## src/rtl/fifo_wr_arb_if.sv

```systemverilog
// Write-port bundle between the producers, the round-robin arbiter and the FIFO.
// The master side is the arbiter; the slave side is the producers plus the FIFO flags.
interface fifo_wr_arb_if #(
    parameter int NUM_REQ = 4,
    parameter int DATA_W  = 8
);
    logic [NUM_REQ-1:0]        req;
    logic [NUM_REQ*DATA_W-1:0] req_data;
    logic [NUM_REQ-1:0]        gnt;
    logic                      wr_enb;
    logic [DATA_W-1:0]         wr_data;
    logic                      fifo_full;
    logic                      fifo_almost_full;
    logic                      fifo_overrun;
    logic                      ovr_err;

    modport master (
        input  req, req_data, fifo_full, fifo_almost_full, fifo_overrun,
        output gnt, wr_enb, wr_data, ovr_err
    );

    modport slave (
        output req, req_data, fifo_full, fifo_almost_full, fifo_overrun,
        input  gnt, wr_enb, wr_data, ovr_err
    );
endinterface

```

## src/rtl/fifo_wr_arb.sv

```systemverilog
// Round-robin write arbiter with burst limit in front of the FIFO write port.
// Define FIFO_WR_ARB_STATS_EN to add the wr_count/stall_count/last_gnt statistics outputs.
module fifo_wr_arb #(
    parameter int NUM_REQ   = 4,
    parameter int DATA_W    = 8,
    parameter int MAX_BURST = 4
) (
    input  logic                clk,
    input  logic                rst,
    fifo_wr_arb_if.master       bus
`ifdef FIFO_WR_ARB_STATS_EN
    ,
    output logic [15:0]         wr_count,
    output logic [15:0]         stall_count,
    output logic [NUM_REQ-1:0]  last_gnt
`endif
);

    localparam int IDX_W = $clog2(NUM_REQ);

    typedef enum logic {
        IDLE  = 1'b0,
        BURST = 1'b1
    } state_e;

    state_e             state_q, state_d;
    logic [IDX_W-1:0]   owner_q, owner_d;
    logic [IDX_W-1:0]   last_q, last_d;
    logic [3:0]         burst_cnt_q, burst_cnt_d;
    logic               wr_enb_q;
    logic [DATA_W-1:0]  wr_data_q;
    logic               ovr_err_q;

    logic [IDX_W-1:0]   pick;
    logic               xfer;
    logic               can_wr;
    logic [NUM_REQ-1:0] gnt_c;
    logic [NUM_REQ-1:0] others;
    logic [DATA_W-1:0]  data_arr [NUM_REQ];

    for (genvar i = 0; i < NUM_REQ; i++) begin : g_unpack
        assign data_arr[i] = bus.req_data[i*DATA_W +: DATA_W];
    end

    // A registered write the FIFO has not yet absorbed occupies the last free slot.
    assign can_wr = !bus.fifo_full && !(bus.fifo_almost_full && wr_enb_q);

    function automatic logic [IDX_W-1:0] rr_pick(input logic [NUM_REQ-1:0] r,
                                                 input logic [IDX_W-1:0]   start);
        logic [IDX_W-1:0] res;
        logic             found;
        res   = start;
        found = 1'b0;
        for (int k = 1; k <= NUM_REQ; k++) begin
            logic [IDX_W-1:0] cand;
            cand = IDX_W'((int'(start) + k) % NUM_REQ);
            if (!found && r[cand]) begin
                res   = cand;
                found = 1'b1;
            end
        end
        return res;
    endfunction

    // NOTE: every signal written here gets a default first, so no path leaves it unassigned and no latch is inferred.
    always_comb begin
        state_d     = state_q;
        owner_d     = owner_q;
        last_d      = last_q;
        burst_cnt_d = burst_cnt_q;
        pick        = owner_q;
        xfer        = 1'b0;
        gnt_c       = '0;
        others      = bus.req & ~(NUM_REQ'(1) << owner_q);

        // Grants are suppressed while reset is applied, since gnt is combinational.
        if (!rst && can_wr) begin
            case (state_q)
                IDLE: begin
                    if (|bus.req) begin
                        pick        = rr_pick(bus.req, last_q);
                        xfer        = 1'b1;
                        owner_d     = pick;
                        burst_cnt_d = 4'd1;
                        state_d     = BURST;
                    end
                end
                BURST: begin
                    if (bus.req[owner_q] && burst_cnt_q < 4'(MAX_BURST)) begin
                        xfer        = 1'b1;
                        burst_cnt_d = burst_cnt_q + 4'd1;
                    end else if (bus.req[owner_q] && others == '0) begin
                        xfer        = 1'b1;
                        burst_cnt_d = 4'd1;
                    end else begin
                        last_d = owner_q;
                        if (|bus.req) begin
                            pick        = rr_pick(bus.req, owner_q);
                            xfer        = 1'b1;
                            owner_d     = pick;
                            burst_cnt_d = 4'd1;
                        end else begin
                            state_d = IDLE;
                        end
                    end
                end
                default: state_d = IDLE;
            endcase
        end

        if (xfer) gnt_c[pick] = 1'b1;
    end

    // NOTE: state registers use non-blocking assignments so every flop samples pre-edge values.
    always_ff @(posedge clk or posedge rst) begin
        if (rst) begin
            state_q     <= IDLE;
            owner_q     <= '0;
            last_q      <= IDX_W'(NUM_REQ - 1);
            burst_cnt_q <= '0;
            wr_enb_q    <= 1'b0;
            wr_data_q   <= '0;
            ovr_err_q   <= 1'b0;
        end else begin
            state_q     <= state_d;
            owner_q     <= owner_d;
            last_q      <= last_d;
            burst_cnt_q <= burst_cnt_d;
            wr_enb_q    <= xfer;
            if (xfer) wr_data_q <= data_arr[pick];
            if (bus.fifo_overrun) ovr_err_q <= 1'b1;
        end
    end

    assign bus.gnt     = gnt_c;
    assign bus.wr_enb  = wr_enb_q;
    assign bus.wr_data = wr_data_q;
    assign bus.ovr_err = ovr_err_q;

`ifdef FIFO_WR_ARB_STATS_EN
    logic [15:0]        wr_count_q;
    logic [15:0]        stall_count_q;
    logic [NUM_REQ-1:0] last_gnt_q;

    always_ff @(posedge clk or posedge rst) begin
        if (rst) begin
            wr_count_q    <= '0;
            stall_count_q <= '0;
            last_gnt_q    <= '0;
        end else begin
            if (wr_enb_q && wr_count_q != 16'hFFFF) wr_count_q <= wr_count_q + 16'd1;
            if (|bus.req && !can_wr && stall_count_q != 16'hFFFF)
                stall_count_q <= stall_count_q + 16'd1;
            last_gnt_q <= gnt_c;
        end
    end

    assign wr_count    = wr_count_q;
    assign stall_count = stall_count_q;
    assign last_gnt    = last_gnt_q;
`endif

endmodule

```

## src/flat_wrapper.sv

```systemverilog
// flat-port wrapper written by rule: the top's interface ports become plain ports
module fifo_wr_arb_flat 
#(
    parameter int NUM_REQ   = 4,
    parameter int DATA_W    = 8,
    parameter int MAX_BURST = 4
)
  (clk, rst, bus_req, bus_req_data, bus_fifo_full, bus_fifo_almost_full, bus_fifo_overrun, bus_gnt, bus_wr_enb, bus_wr_data, bus_ovr_err);
  fifo_wr_arb_if #(.NUM_REQ(NUM_REQ), .DATA_W(DATA_W)) bus_i ();
  input  logic clk;
  input  logic rst;
  input wire logic [$bits(bus_i.req)-1:0] bus_req;
  input wire logic [$bits(bus_i.req_data)-1:0] bus_req_data;
  input wire logic [$bits(bus_i.fifo_full)-1:0] bus_fifo_full;
  input wire logic [$bits(bus_i.fifo_almost_full)-1:0] bus_fifo_almost_full;
  input wire logic [$bits(bus_i.fifo_overrun)-1:0] bus_fifo_overrun;
  output wire logic [$bits(bus_i.gnt)-1:0] bus_gnt;
  output wire logic [$bits(bus_i.wr_enb)-1:0] bus_wr_enb;
  output wire logic [$bits(bus_i.wr_data)-1:0] bus_wr_data;
  output wire logic [$bits(bus_i.ovr_err)-1:0] bus_ovr_err;
  assign bus_i.req = bus_req;
  assign bus_i.req_data = bus_req_data;
  assign bus_i.fifo_full = bus_fifo_full;
  assign bus_i.fifo_almost_full = bus_fifo_almost_full;
  assign bus_i.fifo_overrun = bus_fifo_overrun;
  assign bus_gnt = bus_i.gnt;
  assign bus_wr_enb = bus_i.wr_enb;
  assign bus_wr_data = bus_i.wr_data;
  assign bus_ovr_err = bus_i.ovr_err;
  fifo_wr_arb #(.NUM_REQ(NUM_REQ), .DATA_W(DATA_W), .MAX_BURST(MAX_BURST)) u_core (.clk(clk), .rst(rst), .bus(bus_i));
endmodule
```

## config.mk

```make
export PLATFORM = sky130hd
export DESIGN_NAME = fifo_wr_arb_flat
export DESIGN_NICKNAME = d
export VERILOG_FILES = /design/src/rtl/fifo_wr_arb_if.sv /design/src/rtl/fifo_wr_arb.sv /design/src/flat_wrapper.sv
export SDC_FILE = /design/constraint.sdc
export NUM_CORES = 1
export LEC_CHECK = 0
export BUFFER_PORTS_ARGS = -buffer_cell sky130_fd_sc_hd__buf_2
export CAP_MARGIN = 20
export CORE_ASPECT_RATIO = 0.7
export CORE_MARGIN = 2
export CORE_UTILIZATION = 46
export DETAILED_ROUTE_END_ITERATION = 8
export HOLD_SLACK_MARGIN = 0.15
export PLACE_DENSITY = 0.76
export REMOVE_ABC_BUFFERS = 1
export SYNTH_ARGS = -nofsm -noshare
export SYNTH_HDL_FRONTEND = slang
export SYNTH_SLANG_ARGS = --single-unit
```

## constraint.sdc

```tcl
create_clock -name clk -period 10 [get_ports clk]
set_input_delay 0 -clock clk [delete_from_list [all_inputs] [get_ports clk]]
set_output_delay 0 -clock clk [all_outputs]
set_load 0.02 [all_outputs]
```

==> summary.txt <==
Run status
  • Status: completed

Logic synthesis
  • Asr flop ratio synth: 100%
  • Avg Inst Size Synth: 9.90 µm²
  • Synth top area share: 27.7%
  • Mapped Area: 0.00153 mm²
  • Most common cell in the netlist: dfrtp_1
  • Count of cell types in the netlist: 46
  • Most frequent cells after synthesis: dfrtp_1, nor2_1, a211oi_1
  • Yosys top cell by area: dfrtp_1
  • Top FF cell, synth: dfrtp_1
  • Top cells by area, synth: dfrtp_1, mux2i_1, a211oi_1
  • Seq/Total Area, Yosys: 31.2%
  • EDFF count, synth: 0
  • Synthesis warning total: 0
  • Cells after Synth: 155
  • Seq cells post-synth: 19

Floorplanning
  • Initial core utilization: 48.4%
  • Die Wd: 73.0 µm
  • Die area: 0.00382 mm²
  • # rows: 17
  • Core ar.: 0.00317 mm²
  • Die H: 52.3 µm
  • IO Pins: 55

Clock network
  • Worst-Skew Late Latency: 260 ps
  • H-tree levels: 1
  • Clk sink count: 19
  • TritonCTS Buffers: 3
  • Clock Pin Slew Worst Setup and Hold Paths: 70 ps
  • Clock buffer depth: 2
  • Setup bufs post-CTS: 0
  • Resized cells post-CTS: 0
  • CTS tree: built
  • Clk root buf: clkbuf_8
  • Hold_buf cts: 25

Min path
  • Worst hold path class: in -> reg

STA
  • Final Hold Vio Count: 0
  • Setup violators final: 0
  • Highest Clock Rate: 0.199 GHz
  • Period Utilization, post-route: 50.2%
  • Clock skew: 1.95 ps
  • Final TNS setup: 0 ps
  • Worst-Margin Slew: 921 ps
  • Period minus WS final: 5020 ps
  • Headroom to the max-slew limit: 38.6%
  • RSZ-0062 raised after global routing: no
  • Worst Slack Setup Final: 4980 ps
  • Final Slew Violations: 0

Detailed routing
  • DR iter-0 viols: 108
  • Via count: 1542
  • First-pass iteration count of the detailed router: 4
  • DRC: 0
  • Vias per inst: 5.84
  • WL/cell: 16.2 µm
  • Post-route ant nets: 0
  • WL final: 4.27 mm

Critical path
  • Crit path launch type: register
  • CP Cell Sequence: inv_1, ha_1, mux4_1, nand2b_4, a221oi_2, mux2i_2, or2_1, mux2i_1, dlygate4sd3_1, a211oi_1, dlygate4sd3_1
  • Crit path max fanout: 19
  • Crit path top cell by count: dlygate4sd3_1
  • WP data required: 10190 ps
  • Crit path max-delay cell type: or2_1
  • Worst setup path class: reg -> reg
  • Arrival @ worst endpoint: 5220 ps
  • CP peak stage delay: 790 ps
  • Worst setup EP type: register
  • FF-to-FF setup slack: 4980 ps

GRT
  • Initial antenna violation count: 0
  • First-pass GRT wire length: 6.96 mm
  • GRT Total Usage: 23.9%
  • Pin count of the biggest net entering global routing: 20
  • Vias in the first global route: 1516
  • GRT overflow: 0

Placement
  • Buffers on Ports: 54
  • Placed Cells incl. Taps: 235
  • GP Congestion: 0.806
  • Place WS: 6130 ps
  • DP HPWL: 2.90 mm

Final layout
  • Share of layout cells above drive strength 1: 32.7%
  • Number of fill cells in the layout: 267
  • Multi-input logic area: 953 µm²
  • Final Non-Filler Cells: 264
  • Nets@finish: 273
  • Ant. Diodes: 0
  • FF/Latch Area: 478 µm²
  • Synthesis-to-layout area growth: 35.5%

Power and ir drop
  • Sequential share of power: 27.9%
  • P_leak: 0.933 nW
  • Int Pwr: 0.000284 W
  • PD cells: 241 mW/mm²
  • Clock Power Share: 11.1%
  • Sw frac: 43.4%
  • Part of the power in combinational logic: 61.0%
  • Maximum VDD drop: 0.000126 V
  • Psw: 0.000218 W

Flow run
  • Max_cap viols: 0
## per-layer routing
| metal | up-vias | routed length [µm] | global-route usage (%) |
|---|---|---|---|
| li1 | 719 | - | - |
| met1 | 741 | 1810 | 29.8 |
| met2 | 74 | 2080 | 40.7 |
| met3 | 8 | 335 | 6.35 |
| met4 | 0 | 40 | 7.10 |
| met5 | - | 0 | 0 |
## sequential cells by signal, indices dropped and copies added, names as in the netlist
| name | count |
|---|---|
| u_core.state_q | 1 |
| u_core.bus.wr_enb | 1 |
| u_core.owner_q | 2 |
| u_core.last_q | 2 |
| u_core.burst_cnt_q | 4 |
| u_core.bus.wr_data | 8 |
| u_core.bus.ovr_err | 1 |
## stage by stage
step	utilization [%]	hold WS, ps	power, W	cell area [µm²]
finish	65.6	175	0.000501	2080
global route	65.6	176	0.000540	2080
CTS	65.6	173	0.000497	2080
detailed placement	56.1	171	0.000406	1780
global placement	56.1	147	0.000394	1780
floorplan	-	-50.4	0.000337	1460
## final timing paths
path / start / to / cells past startpoint
worst max-delay path: u_core.owner_q[0] / u_core.bus.wr_data[0] / 11
worst min-delay path: bus_req_data[1] / u_core.bus.wr_data[1] / 3
worst max register to register: u_core.owner_q[0] / u_core.bus.wr_data[0] / 11
worst min register to register: u_core.bus.ovr_err / u_core.bus.ovr_err / 1
max in group asynchronous: rst / u_core.bus.wr_data[4] / 3
min in group asynchronous: rst / u_core.state_q / 3
## critical path, delay by kind of cell, from the launching register on
family                     cells  cell delay [ps]
DFF                            1              730
adders and majority gates      1              420
AOI/OAI and AO/OA              2              530
muxes                          3              980
buffers and inverters          3             1430
and+or+nand+nor                2              850
## power by group through the flow
stage	Combinational (W)	Sequential, W	Clock, W
CTS	0.000301	0.000139	0.0000569
global route	0.000333	0.000146	0.0000609
finish	0.000306	0.000140	0.0000556
floorplan	0.000181	0.000156	0
detailed placement	0.000265	0.000141	0
global placement	0.000256	0.000138	0
## final cells by class
type	instances	share of cell area (%)
Tap cell	38	2.29
Inverter	8	1.44
Sequential cell	19	23.0
Multi-Input combinational cell	116	45.9
Clock inverter	1	0.361
Timing Repair Buffer	79	25.0
Clock buffer	3	1.99
## kinds of logic (layout without fill, tap and decap cells)
logic type / count (synthesis) / count (layout) / synth area share [%]
buf+inv: 20 / 91 / 6.69
fa+ha+maj: 5 / 5 / 4.08
mux: 19 / 19 / 16.3
simple gates: 54 / 54 / 20.1
flops: 19 / 19 / 31.2
compound gates: 38 / 38 / 21.6
## cell usage in the layout (no fill, tap or decap), types with 3 or more instances in the layout
| cell type | instances |
|---|---|
| inv_1 | 8 |
| a21oi_1 | 3 |
| dlygate4sd3_1 | 25 |
| nor2b_1 | 3 |
| a211oi_1 | 13 |
| mux2i_1 | 12 |
| buf_2 | 54 |
| nand2b_1 | 9 |
| nand2_1 | 6 |
| a2111oi_2 | 3 |
| mux4_2 | 3 |
| nor2_1 | 15 |
| ha_1 | 5 |
| o21ai_0 | 4 |
| nor3b_1 | 8 |
| dfrtp_1 | 17 |
| clkbuf_8 | 3 |
Power figures use the tool's default switching activity.
